$ cat src/rtl/cordic_pkg.sv
// Shared constants for the CORDIC iteration controller: FSM encoding,
// the pre-scaled start vector and the arctangent table.
package cordic_pkg;

    typedef enum logic [1:0] {
        S_IDLE = 2'd0,
        S_ITER = 2'd1,
        S_FIX  = 2'd2,
        S_DONE = 2'd3
    } ctrl_state_t;

    // 0.6072529 * 2^30, the inverse CORDIC gain at high precision.
    localparam logic [63:0] KSCALE_30 = 64'd652032836;

    // round(0.6072529 * 2^(dw-2)); valid for dw up to 31.
    function automatic logic [31:0] kscale(input int dw);
        logic [63:0] full;
        full = KSCALE_30 + (64'd1 << (31 - dw));
        return 32'(full >> (32 - dw));
    endfunction

    // atan(2^-k) with a full turn = 2^32.
    function automatic logic [31:0] atan32(input logic [4:0] k);
        case (k)
            5'd0:    return 32'h20000000;
            5'd1:    return 32'h12E4051E;
            5'd2:    return 32'h09FB385B;
            5'd3:    return 32'h051111D4;
            5'd4:    return 32'h028B0D43;
            5'd5:    return 32'h0145D7E1;
            5'd6:    return 32'h00A2F61E;
            5'd7:    return 32'h00517C55;
            5'd8:    return 32'h0028BE53;
            5'd9:    return 32'h00145F2F;
            5'd10:   return 32'h000A2F98;
            5'd11:   return 32'h000517CC;
            5'd12:   return 32'h00028BE6;
            5'd13:   return 32'h000145F3;
            5'd14:   return 32'h0000A2FA;
            5'd15:   return 32'h0000517D;
            5'd16:   return 32'h000028BE;
            5'd17:   return 32'h0000145F;
            5'd18:   return 32'h00000A30;
            5'd19:   return 32'h00000518;
            5'd20:   return 32'h0000028C;
            5'd21:   return 32'h00000146;
            5'd22:   return 32'h000000A3;
            5'd23:   return 32'h00000051;
            5'd24:   return 32'h00000029;
            5'd25:   return 32'h00000014;
            5'd26:   return 32'h0000000A;
            5'd27:   return 32'h00000005;
            5'd28:   return 32'h00000003;
            5'd29:   return 32'h00000001;
            5'd30:   return 32'h00000001;
            default: return 32'h00000000;
        endcase
    endfunction

    // round(atan(2^-k) * 2^dw / (2*pi)); valid for dw up to 31.
    function automatic logic [31:0] atan_scaled(input int dw, input logic [4:0] k);
        logic [63:0] full;
        full = {32'd0, atan32(k)} + (64'd1 << (31 - dw));
        return 32'(full >> (32 - dw));
    endfunction

endpackage

$ cat src/rtl/cordic_atan_rom.sv
// Combinational arctangent table indexed by iteration number.
module cordic_atan_rom
    import cordic_pkg::*;
#(
    parameter int DATA_WIDTH = 18,
    parameter int CNT_W      = 5
) (
    input  logic [CNT_W-1:0]      i_k,
    output logic [DATA_WIDTH-1:0] o_atan
);

    // Table lookup, rounded to the phase resolution of the datapath.
    always_comb begin
        o_atan = DATA_WIDTH'(atan_scaled(DATA_WIDTH, 5'(i_k)));
    end

endmodule

$ cat src/rtl/cordic_iter_ctrl.sv
// Sequencer driving one external CORDIC rotation stage for N_ITER passes.
// Stream handshakes: a transfer happens on a rising edge where valid and
// ready are both high; valid, once raised, holds its payload until accepted.
module cordic_iter_ctrl
    import cordic_pkg::*;
#(
    parameter int DATA_WIDTH = 18,
    parameter int N_ITER     = 16,
    parameter int CNT_W      = $clog2(N_ITER) + 1
) (
    input  logic                  i_clk,
    input  logic                  i_rst,
    input  logic [DATA_WIDTH-1:0] i_phase,
    input  logic                  i_valid,
    output logic                  o_ready,
    output logic [DATA_WIDTH-1:0] o_cos,
    output logic [DATA_WIDTH-1:0] o_sin,
    output logic                  o_valid,
    input  logic                  i_ready,
    output logic [DATA_WIDTH-1:0] eng_x,
    output logic [DATA_WIDTH-1:0] eng_y,
    output logic [DATA_WIDTH-1:0] eng_alpha,
    output logic [DATA_WIDTH-1:0] eng_atan,
    output logic [CNT_W-1:0]      eng_count,
    output logic [1:0]            eng_quadrant,
    output logic                  eng_valid,
    input  logic [DATA_WIDTH-1:0] eng_x_o,
    input  logic [DATA_WIDTH-1:0] eng_y_o,
    input  logic [DATA_WIDTH-1:0] eng_alpha_o,
    input  logic                  eng_valid_o
);

    localparam logic [DATA_WIDTH-1:0] KSCALE = DATA_WIDTH'(kscale(DATA_WIDTH));
    localparam logic [CNT_W-1:0]      K_LAST = CNT_W'(N_ITER - 1);

    ctrl_state_t           state_q, state_d;
    logic [CNT_W-1:0]      k_q, k_d;
    logic [1:0]            q_q, q_d;
    logic [DATA_WIDTH-1:0] alpha0_q, alpha0_d;
    logic                  o_valid_q, o_valid_d;
    logic [DATA_WIDTH-1:0] cos_q, cos_d;
    logic [DATA_WIDTH-1:0] sin_q, sin_d;
    logic [DATA_WIDTH-1:0] neg_x, neg_y;

    assign neg_x = {DATA_WIDTH{1'b0}} - eng_x_o;
    assign neg_y = {DATA_WIDTH{1'b0}} - eng_y_o;

    // First pass starts from the reduced angle; later passes feed back.
    assign eng_x        = (k_q == '0) ? KSCALE   : eng_x_o;
    assign eng_y        = (k_q == '0) ? '0       : eng_y_o;
    assign eng_alpha    = (k_q == '0) ? alpha0_q : eng_alpha_o;
    assign eng_count    = k_q;
    assign eng_quadrant = q_q;
    assign eng_valid    = (state_q == S_ITER);
    assign o_ready      = (state_q == S_IDLE);
    assign o_valid      = o_valid_q;
    assign o_cos        = cos_q;
    assign o_sin        = sin_q;

    cordic_atan_rom #(
        .DATA_WIDTH (DATA_WIDTH),
        .CNT_W      (CNT_W)
    ) u_atan_rom (
        .i_k    (k_q),
        .o_atan (eng_atan)
    );

    // Next-state logic: reduce, iterate, undo the quadrant, hold result.
    always_comb begin
        state_d   = state_q;
        k_d       = k_q;
        q_d       = q_q;
        alpha0_d  = alpha0_q;
        o_valid_d = o_valid_q;
        cos_d     = cos_q;
        sin_d     = sin_q;
        case (state_q)
            S_IDLE: begin
                if (i_valid) begin
                    q_d      = i_phase[DATA_WIDTH-1 -: 2];
                    alpha0_d = {2'b00, i_phase[DATA_WIDTH-3:0]};
                    k_d      = '0;
                    state_d  = S_ITER;
                end
            end
            S_ITER: begin
                if ((k_q != '0) && !eng_valid_o) begin
                    // Feedback missing: drop the operation silently.
                    k_d     = '0;
                    state_d = S_IDLE;
                end else if (k_q == K_LAST) begin
                    k_d     = '0;
                    state_d = S_FIX;
                end else begin
                    k_d = k_q + 1'b1;
                end
            end
            S_FIX: begin
                if (!eng_valid_o) begin
                    state_d = S_IDLE;
                end else begin
                    case (q_q)
                        2'd0:    begin cos_d = eng_x_o; sin_d = eng_y_o; end
                        2'd1:    begin cos_d = neg_y;   sin_d = eng_x_o; end
                        2'd2:    begin cos_d = neg_x;   sin_d = neg_y;   end
                        default: begin cos_d = eng_y_o; sin_d = neg_x;   end
                    endcase
                    o_valid_d = 1'b1;
                    state_d   = S_DONE;
                end
            end
            default: begin
                if (i_ready) begin
                    o_valid_d = 1'b0;
                    state_d   = S_IDLE;
                end
            end
        endcase
    end

    // State and registered outputs; reset abandons any operation.
    always_ff @(posedge i_clk or posedge i_rst) begin
        if (i_rst) begin
            state_q   <= S_IDLE;
            k_q       <= '0;
            q_q       <= '0;
            alpha0_q  <= '0;
            o_valid_q <= 1'b0;
            cos_q     <= '0;
            sin_q     <= '0;
        end else begin
            state_q   <= state_d;
            k_q       <= k_d;
            q_q       <= q_d;
            alpha0_q  <= alpha0_d;
            o_valid_q <= o_valid_d;
            cos_q     <= cos_d;
            sin_q     <= sin_d;
        end
    end

endmodule

$ cat config.mk
export PLATFORM = sky130hd
export DESIGN_NAME = cordic_iter_ctrl
export DESIGN_NICKNAME = d
export VERILOG_FILES = /design/src/rtl/cordic_pkg.sv /design/src/rtl/cordic_atan_rom.sv /design/src/rtl/cordic_iter_ctrl.sv
export SDC_FILE = /design/constraint.sdc
export NUM_CORES = 1
export LEC_CHECK = 0
export BUFFER_PORTS_ARGS = -buffer_cell sky130_fd_sc_hd__buf_2
export CORE_ASPECT_RATIO = 0.9
export CORE_MARGIN = 5
export CORE_UTILIZATION = 50
export CTS_CLUSTER_DIAMETER = 100
export DETAILED_ROUTE_END_ITERATION = 8
export MAX_ROUTING_LAYER = met4
export PLACE_DENSITY = 0.79
export SLEW_MARGIN = 10
export SYNTH_ARGS = -nofsm -noshare
export SYNTH_HDL_FRONTEND = slang
export SYNTH_HIERARCHICAL = 1
export SYNTH_SLANG_ARGS = --single-unit
export TNS_END_PERCENT = 50
$ cat constraint.sdc
create_clock -name i_clk -period 5 [get_ports i_clk]
set_input_delay 0 -clock i_clk [delete_from_list [all_inputs] [get_ports i_clk]]
set_output_delay 0 -clock i_clk [all_outputs]
set_load 0.02 [all_outputs]
==> key figures <==
Drt
  • Post-route antenna net violation count: 0
  • DRC: 0
  • Drt pass-1 iters: 4
  • Post-Route WL: 17130 µm
  • Vias per inst: 5.826
  • Iter 0 DRT Violations: 486
  • Vias: 5570
  • WL/cell: 17.92 µm

Cells and area
  • Commonest non-fill, non-tap cell in the layout: buf_2
  • Area Overhead vs Synth: 26.35%
  • Final #Nets: 910
  • Finished Layout Cells: 956
  • # fillers: 920
  • Most frequent cells in the layout: 192 x buf_2, 64 x nand2_1, 60 x dfrtp_1
  • N_diodes: 0
  • Layout cells sized above 1: 0.3512
  • Util after Layout: 0.6409

STA
  • Fin Clk Skew: 0.009174 ns
  • Tmin final: 3.285 ns
  • RSZ-0062 raised after global routing: no
  • Setup TNS: 0 ns
  • Max Slew Vio Count: 0
  • Final Hold Fails: 0
  • Slew headroom: 0.2938
  • Worst Max-Slew Pin Slew: 1.055 ns
  • Setup Viol. Count Final: 0
  • Tcrit/Tclk final: 0.6570
  • Hold_ws: 0.05162 ns
  • Peak Freq: 304.4 MHz

Clocking
  • Worst-case clock buffer depth: 2
  • CTS clock-pin slew for the worst setup and hold paths: 0.06 ns
  • # resized after CTS: 0
  • TritonCTS Buffers: 9
  • CTS tree: built
  • CTS HTree Levels: 3
  • Insertion delay to the later sink of the worst-skew pair: 0.34 ns
  • CTS Root Cell: clkbuf_16
  • Post-CTS Setup Repair Bufs: 0
  • Cts hold-fix bufs: 21
  • Total clock sinks: 62

Synthesis
  • Cell variety after synth: 77
  • Yosys synthesis warning count: 6
  • Main flop type after synthesis: dfrtp_1
  • Asr flop ratio synth: 1.000
  • FF+latch count, synth: 62
  • Register area share after synthesis: 0.2853
  • Syn Area/Cell: 8.510 µm²
  • Synth Instances: 639
  • Post-synth EDFFs: 0
  • Mapped cell area: 0.005438 mm²

Power
  • Pint: 2.082 mW
  • Clock share of power: 0.142
  • Gate power share: 0.641
  • Peak supply drop: 429.9 µV
  • Sw Ratio: 0.4961
  • Switching Power: 2.050 mW
  • Lkg Pwr: 3.184 nW
  • Seq pwr share: 0.217
  • PwrDens: 601.5 mW/mm²

Global routing
  • Vias in the first global route: 5507
  • Gr ovfl total: 0
  • GRT Total Usage: 0.2736
  • Pin count of the biggest net entering global routing: 63
  • First-pass GRT wire length: 27810 µm
  • Antenna violations before repair: 0

Flow run
  • Max-Cap Viols: 0

Worst setup path
  • CP Max Fanout: 13
  • Critical path data arrival time: 3.29 ns
  • Worst Setup Start Kind: flip-flop
  • WP data required: 5.00 ns
  • CP Cell Sequence: inv_1 -> ha_1 -> nor2b_1 -> nor2_1 -> o32ai_1 -> ha_1 -> inv_1 -> or3b_4 -> nor3_2 -> xnor2_1 -> buf_2
  • Critical path depth in cells: 11
  • R2R setup slack: 2.68 ns
  • CP Buf/Inv Count: 3
  • Worst r2r path cells: 7
  • CP max stage cell: dfrtp_1
  • Crit. End Element: output port
  • Max incr delay on CP: 0.53 ns
  • Family with the most delay on the worst path: simple AND/OR/NAND/NOR gates
  • Crit Path Category: flip-flop to output port

Placed design
  • Number of port buffers: 192
  • DPL Wire Length: 12170 µm
  • Routability congestion estimate: 0.8829
  • Placed Cells: 919

Floorplan
  • Die width: 119.9 µm
  • IO Count: 195
  • Die Ht: 108.9 µm
  • Row cnt: 36
  • Die area: 0.01306 mm²
  • Initial Util: 0.5072
  • Core box area: 0.01072 mm²

Outcome
  • Status: completed

Worst hold path
  • Hold depth: 3
  • Worst hold path type: primary input to flip-flop
[layout make-up]
cell class / instances / area, µm² / share of cell area
multi-input combinational: 506 / 3590 / 0.5225
sequential: 62 / 1554 / 0.2262
timing repair buffer: 218 / 1209 / 0.1759
clock buffer: 9 / 225.2 / 0.03278
tap: 133 / 166.4 / 0.02422
inverter: 21 / 78.83 / 0.01147
clock inverter: 7 / 47.55 / 0.006920
[through the flow]
stage / power, mW / cell area (µm²) / setup WS (ns)
after detailed placement: 3.523 / 6387 / 2.128
after global placement: 3.450 / 6387 / 2.210
after floorplan: 2.758 / 5441 / 2.438
final: 4.132 / 6870 / 1.715
after CTS: 4.141 / 6870 / 1.749
after global routing: 4.421 / 6870 / 1.490
[registers in the layout, indices dropped and copies added, names as in the netlist]
signal / cells
o_cos: 18
o_sin: 18
eng_count: 5
eng_quadrant: 2
state_q: 2
o_valid: 1
alpha0_q: 16
[power groups by stage]
| stage | Clock, mW | Combinational (mW) | Sequential [mW] |
|---|---|---|---|
| 6_report | 0.586 | 2.65 | 0.898 |
| 5_1_grt | 0.623 | 2.86 | 0.934 |
| 4_1_cts | 0.598 | 2.65 | 0.898 |
| 3_5_place_dp | 0 | 2.62 | 0.902 |
| 3_3_place_gp | 0 | 2.56 | 0.887 |
| 2_1_floorplan | 0 | 1.72 | 1.04 |
[synthesized netlist by cell type (all sizes together) (8+ instances only)]
library cell | n | area [µm²]
a21oi | 31 | 155.2
a31oi | 10 | 62.56
and2 | 9 | 56.30
buf | 17 | 96.34
clkbuf | 34 | 127.6
dfrtp | 62 | 1551
ha | 15 | 187.7
inv | 20 | 75.07
mux2 | 38 | 427.9
mux2i | 27 | 270.3
nand2 | 65 | 244.0
nand3 | 24 | 142.6
nor2 | 46 | 172.7
nor2b | 27 | 168.9
nor3 | 21 | 120.1
nor4 | 8 | 77.57
o21ai | 36 | 180.2
or2 | 12 | 77.58
xnor2 | 20 | 175.2
xor2 | 8 | 70.07
[cells by family (layout without fill, tap and decap cells)]
family / count (synthesis) / in the layout / synth area share
flip-flops: 62 / 62 / 0.2853
multiplexers: 71 / 71 / 0.1532
other: 1 / 2 / 0.0006896
AO/OA/AOI/OAI: 150 / 150 / 0.1887
XOR/XNOR: 28 / 28 / 0.04510
AND/OR/NAND/NOR: 240 / 240 / 0.2368
buffers and inverters: 72 / 255 / 0.05568
adder cells (fa/ha/maj): 15 / 15 / 0.03451
[final timing paths]
| path | from | to |
|---|---|---|
| min in group asynchronous | i_rst | o_sin[4]$_DFFE_PP0P_ |
| max in group asynchronous | i_rst | eng_quadrant[1]$_DFFE_PP0P_ |
| hold reg to reg | o_sin[2]$_DFFE_PP0P_ | o_sin[2]$_DFFE_PP0P_ |
| hold / removal | eng_x_o[0] | o_cos[0]$_DFFE_PP0P_ |
| setup / recovery | eng_count[0]$_DFFE_PP0P_ | eng_atan[7] |
| setup reg to reg | state_q[0]$_DFFE_PP0P_ | o_sin[17]$_DFFE_PP0P_ |
[metal layers]
layer | vias to the layer above | routed length, µm | GRT usage
met2 | 262 | 8196 | 0.4485
met5 | - | 0 | -
met4 | 0 | 154 | 0.05969
met1 | 2631 | 7287 | 0.3484
met3 | 14 | 1494 | 0.06483
li1 | 2663 | - | -
[worst reg2reg max path, delay by kind of cell (launching register included)]
kind | cells | cell delay, ns
and+or+nand+nor | 2 | 1.01
DFF | 1 | 0.41
buffers and inverters | 1 | 0.09
AOI/OAI and AO/OA | 3 | 0.49
adders and majority gates | 1 | 0.24
Power figures use the tool's default switching activity.
